### config.mk
export PLATFORM = sky130hd
export DESIGN_NAME = credit_tx
export DESIGN_NICKNAME = d
export VERILOG_FILES = /design/src/rtl/noc_pkg.sv /design/src/rtl/credit_counter.sv /design/src/rtl/credit_tx.sv
export SDC_FILE = /design/constraint.sdc
export NUM_CORES = 1
export LEC_CHECK = 0
export ABC_CLOCK_PERIOD_IN_PS = 3700
export CAP_MARGIN = 15
export CORE_ASPECT_RATIO = 1.2
export CORE_UTILIZATION = 40
export DETAILED_ROUTE_END_ITERATION = 12
export PLACE_DENSITY = 0.81
export REMOVE_ABC_BUFFERS = 1
export SLEW_MARGIN = 30
export SYNTH_ARGS = -nofsm -noshare
export SYNTH_HDL_FRONTEND = slang
export SYNTH_HIERARCHICAL = 1
export SYNTH_SLANG_ARGS = --single-unit
### constraint.sdc
create_clock -name clk -period 3.7 [get_ports clk]
set_clock_uncertainty 0.05 [all_clocks]
set_input_delay 0.74 -clock clk [delete_from_list [all_inputs] [get_ports clk]]
set_output_delay 0.74 -clock clk [all_outputs]
set_load 0.05 [all_outputs]
### src/rtl/noc_pkg.sv
// Shared NoC definitions: flit layout, flit type encoding and router port indices.
package noc_pkg;

    localparam int FLIT_W    = 16;
    localparam int VALID_BIT = 15;
    localparam int TYPE_HI   = 14;
    localparam int TYPE_LO   = 13;

    typedef enum logic [1:0] {
        BODY   = 2'b00,
        HEAD   = 2'b01,
        TAIL   = 2'b10,
        SINGLE = 2'b11
    } flit_type_t;

    typedef logic [FLIT_W-1:0] flit_t;

    typedef enum logic [2:0] {
        N = 3'd0,
        S = 3'd1,
        E = 3'd2,
        W = 3'd3,
        L = 3'd4
    } port_idx_t;

    function automatic flit_type_t get_type(input flit_t f);
        return flit_type_t'(f[TYPE_HI:TYPE_LO]);
    endfunction

endpackage

### src/rtl/credit_counter.sv
// Saturating up/down slot counter starting full at DEPTH; flags a return that would exceed DEPTH.
module credit_counter #(
    parameter  int DEPTH = 4,
    localparam int CNT_W = $clog2(DEPTH + 1)
) (
    input  logic             clk,
    input  logic             rst,
    input  logic             dec,
    input  logic             inc,
    output logic [CNT_W-1:0] count,
    output logic             nonzero,
    output logic             overflow
);

    localparam logic [CNT_W-1:0] FULL = CNT_W'(DEPTH);

    logic [CNT_W-1:0] count_reg;
    logic [CNT_W-1:0] count_next;

    always_comb begin
        count_next = count_reg;
        overflow   = 1'b0;
        if (dec && !inc) begin
            if (count_reg != '0) begin
                count_next = count_reg - 1'b1;
            end
        end else if (inc && !dec) begin
            // A return while already full means the neighbour sent a spurious credit.
            if (count_reg == FULL) begin
                overflow = 1'b1;
            end else begin
                count_next = count_reg + 1'b1;
            end
        end
    end

    always_ff @(posedge clk) begin
        if (rst) begin
            count_reg <= FULL;
        end else begin
            count_reg <= count_next;
        end
    end

    assign count   = count_reg;
    assign nonzero = (count_reg != '0);

endmodule

### src/rtl/credit_tx.sv
// Router output-port transmitter: credit-gated flit send onto the link with wormhole framing checks.
module credit_tx
    import noc_pkg::*;
#(
    parameter  int DEPTH = 4,
    localparam int CNT_W = $clog2(DEPTH + 1)
) (
    input  logic             clk,
    input  logic             rst,
    input  logic [15:0]      flit_i,
    input  logic             flit_valid_i,
    output logic             flit_ready_o,
    output logic [15:0]      data_o,
    input  logic             incr_i,
    output logic [CNT_W-1:0] credits_o,
    output logic             lock_o,
    output logic             err_o
);

    typedef enum logic {
        IDLE   = 1'b0,
        ACTIVE = 1'b1
    } state_t;

    state_t     state_reg;
    state_t     state_next;
    flit_t      data_reg;
    flit_t      data_next;
    logic       err_reg;
    logic       err_next;
    logic       send;
    logic       has_credit;
    logic       overflow;
    flit_type_t ftype;
    logic       unused_valid_bit;

    // Validity on input comes from the handshake only; bit 15 is rewritten on send.
    assign unused_valid_bit = flit_i[VALID_BIT];

    assign flit_ready_o = has_credit;
    assign send         = flit_valid_i && has_credit;
    assign ftype        = get_type(flit_i);

    credit_counter #(
        .DEPTH (DEPTH)
    ) u_credit_counter (
        .clk      (clk),
        .rst      (rst),
        .dec      (send),
        .inc      (incr_i),
        .count    (credits_o),
        .nonzero  (has_credit),
        .overflow (overflow)
    );

    always_comb begin
        state_next = state_reg;
        data_next  = '0;
        err_next   = err_reg | overflow;
        if (send) begin
            data_next = {1'b1, flit_i[VALID_BIT-1:0]};
            unique case (state_reg)
                IDLE: begin
                    if (ftype == HEAD) begin
                        state_next = ACTIVE;
                    end else if (ftype == BODY || ftype == TAIL) begin
                        err_next = 1'b1;
                    end
                end
                ACTIVE: begin
                    if (ftype == TAIL) begin
                        state_next = IDLE;
                    end else if (ftype == HEAD || ftype == SINGLE) begin
                        err_next = 1'b1;
                    end
                end
                default: state_next = IDLE;
            endcase
        end
    end

    always_ff @(posedge clk) begin
        if (rst) begin
            state_reg <= IDLE;
            data_reg  <= '0;
            err_reg   <= 1'b0;
        end else begin
            state_reg <= state_next;
            data_reg  <= data_next;
            err_reg   <= err_next;
        end
    end

    assign data_o = data_reg;
    assign lock_o = (state_reg == ACTIVE);
    assign err_o  = err_reg;

endmodule

==> run metrics <==
outcome finished, final reports clean; largest fanout on the critical path 7; Area Growth Syn to Fin 55.19%; Row Count 17; ant diodes 0; WP buf/inv 2; total CTS buffers 3; Initial Util 43.00%; dpl hpwl 1.178 mm; critical path cell sequence inv_1 > nand3_1 > clkdlybuf4s50_1; final period utilization 71.93%; dpl ws 0.8915 ns; worst skew pair latency 0.29 ns; Mapped Area 795.8 um2; Yosys top cell by area dfxtp_1; CTS tree done; Max VDD drop 268.3 uV; initial antenna violation count 0; chip width 42.72 um; Starting DRT DRC Count 4; WS Path Type flop to output pin; drt wl/cell 11.10 um; placed cell area 1209 um2; flops & latches, synth 21; required time worst endpoint 2.91 ns; Critical Path Start Type flop; slowest stage delay, CP 0.83 ns; Max Freq 375.7 MHz; Setup violations, final 0; global route overflow 0; synthesized area per cell 10.33 um2; post-synthesis cell count 77; count of cell types in the netlist 22; CTS H-tree depth 1; total instance count after detailed placement 135; top cell type's share of synthesized area 52.83%; Design Area, Final 1235 um2; pwr dens 413.0 nW/um2; CTS resizes 0; WHS 0.4609 ns; Port Buffers 40; Final Non-Filler Cells 139; Slew HR 65.02%; Ports 42; die area 2172 um2; pin count of the biggest net entering global routing 17; sequential share of the synthesized area 52.83%; Pwr Total 0.5101 mW; leakage power 0.5224 nW; clock sink count 21; DRT Pass-1 Iters 4; cts-stage hold buffer count 0; GPL Wtd Cong 0.8305; Tmin final 2.661 ns; WP data arrival 1.87 ns; unrepaired setup endpoints after global routing no; Final Max Slew Viols 0; vias in the first global route 645; via count 663; Core Area 1851 um2; Multi-input gate area 337.8 um2; Hold Vio Cnt, Final 0; top cells by area, synth dfxtp_1 (53%), and2_2 (13%), ha_1 (6.3%); max FFs per register 16; critical path's top delay family buffers and inverters; Setup WS post-layout 1.039 ns; layout cells sized above 1 15.83%; Worst setup EP type output pin; Layout Nets 145; Worst Max-Slew Pin Slew 0.5230 ns; vias per std cell 4.770; synth warn 6; CTS Root Cell clkbuf_4; Hold/Removal Path Class flop to flop; Post-Route Setup TNS 0 ns; DRT Wirelength 1.543 mm; slowest CP cell clkdlybuf4s50_1; detailed-route DRC error count 0; Seq. cell area 420.4 um2; clock slew at reported path FFs 0.11 ns; fin util 66.73%; post-route ant nets 0; first-pass GRT wire length 2.525 mm; die height 50.86 um; Max Cap Viol 0; Post CTS Setup Buffer Count 0; gr usage total 15.38%; clk buf depth 2; fillers 145
-- kinds of logic after synthesis --
logic type / count (synthesis) / synth area share [%]
AOI/OAI and AO/OA: 11 / 8.176
xor gates and xnor gates: 3 / 3.302
adders and majority gates: 4 / 6.290
buffers and inverters: 8 / 4.717
DFF: 21 / 52.83
muxes: 2 / 2.516
and+or+nand+nor: 28 / 22.17
-- area by class of cell --
cell class / instances / share of cell area [%]
clock buffers: 4 / 2.128
inverters: 7 / 2.128
multi-input cells: 48 / 27.36
flip-flops and latches: 21 / 34.04
well taps: 19 / 1.925
repair buffers: 40 / 32.42
-- final timing paths --
kind,cells past startpoint,end,from,slack [ns]
max,3,flit_ready_o,u_credit_counter/count[1],1.04
min,2,err_o,err_o,0.46
max reg2reg,11,u_credit_counter/count[2],u_credit_counter/count[0],1.39
min reg2reg,2,err_o,err_o,0.46
-- placed cells by master (no fill, tap or decap) --
cell type / Yosys / routed
clkdlybuf4s50_1: 0 / 40
dfxtp_1: 21 / 21
and2_2: 14 / 14
inv_1: 7 / 7
a21oi_1: 6 / 6
nor2_1: 5 / 5
ha_1: 4 / 4
clkbuf_4: 0 / 3
nor3_1: 2 / 2
xor2_1: 2 / 2
nand2_1: 2 / 2
mux2i_1: 2 / 2
nand2_2: 1 / 1
nor2_4: 1 / 1
nand4_1: 1 / 1
o31ai_1: 1 / 1
xnor2_1: 1 / 1
o2bb2ai_1: 1 / 1
clkbuf_1: 0 / 1
nand3_1: 1 / 1
nor4_1: 1 / 1
a211o_1: 1 / 1
o21ai_0: 1 / 1
o21ai_1: 1 / 1
-- Yosys cell counts, drive strengths merged --
master   count
xnor2        1
dfxtp       21
nand3        1
nand4        1
and2        14
o2bb2ai      1
o21ai        2
ha           4
nand2        3
inv          7
xor2         2
nor2         6
buf          1
nor3         2
a211o        1
a21oi        6
nor4         1
mux2i        2
o31ai        1
-- worst min-delay path: cells and delay by family (launching register included) --
kind | cells | cell delay (ns)
flip-flops | 1 | 0.33
AND/OR/NAND/NOR | 1 | 0.08
AO/OA/AOI/OAI | 1 | 0.07
-- layer usage --
layer | vias to the layer above | routed length (um) | global-route usage [%]
met5 | - | 0 | 0
met4 | 0 | 0 | 7.813
met2 | 34 | 690 | 23.99
met3 | 0 | 193 | 7.420
li1 | 335 | - | -
met1 | 294 | 659 | 17.26
-- where the power goes --
part	internal, mW	switching [mW]
combinational	0.0628	0.0913
sequential	0.241	0.00907
clock	0.0420	0.0643
Note: power is estimated with default switching activity, not from simulation.
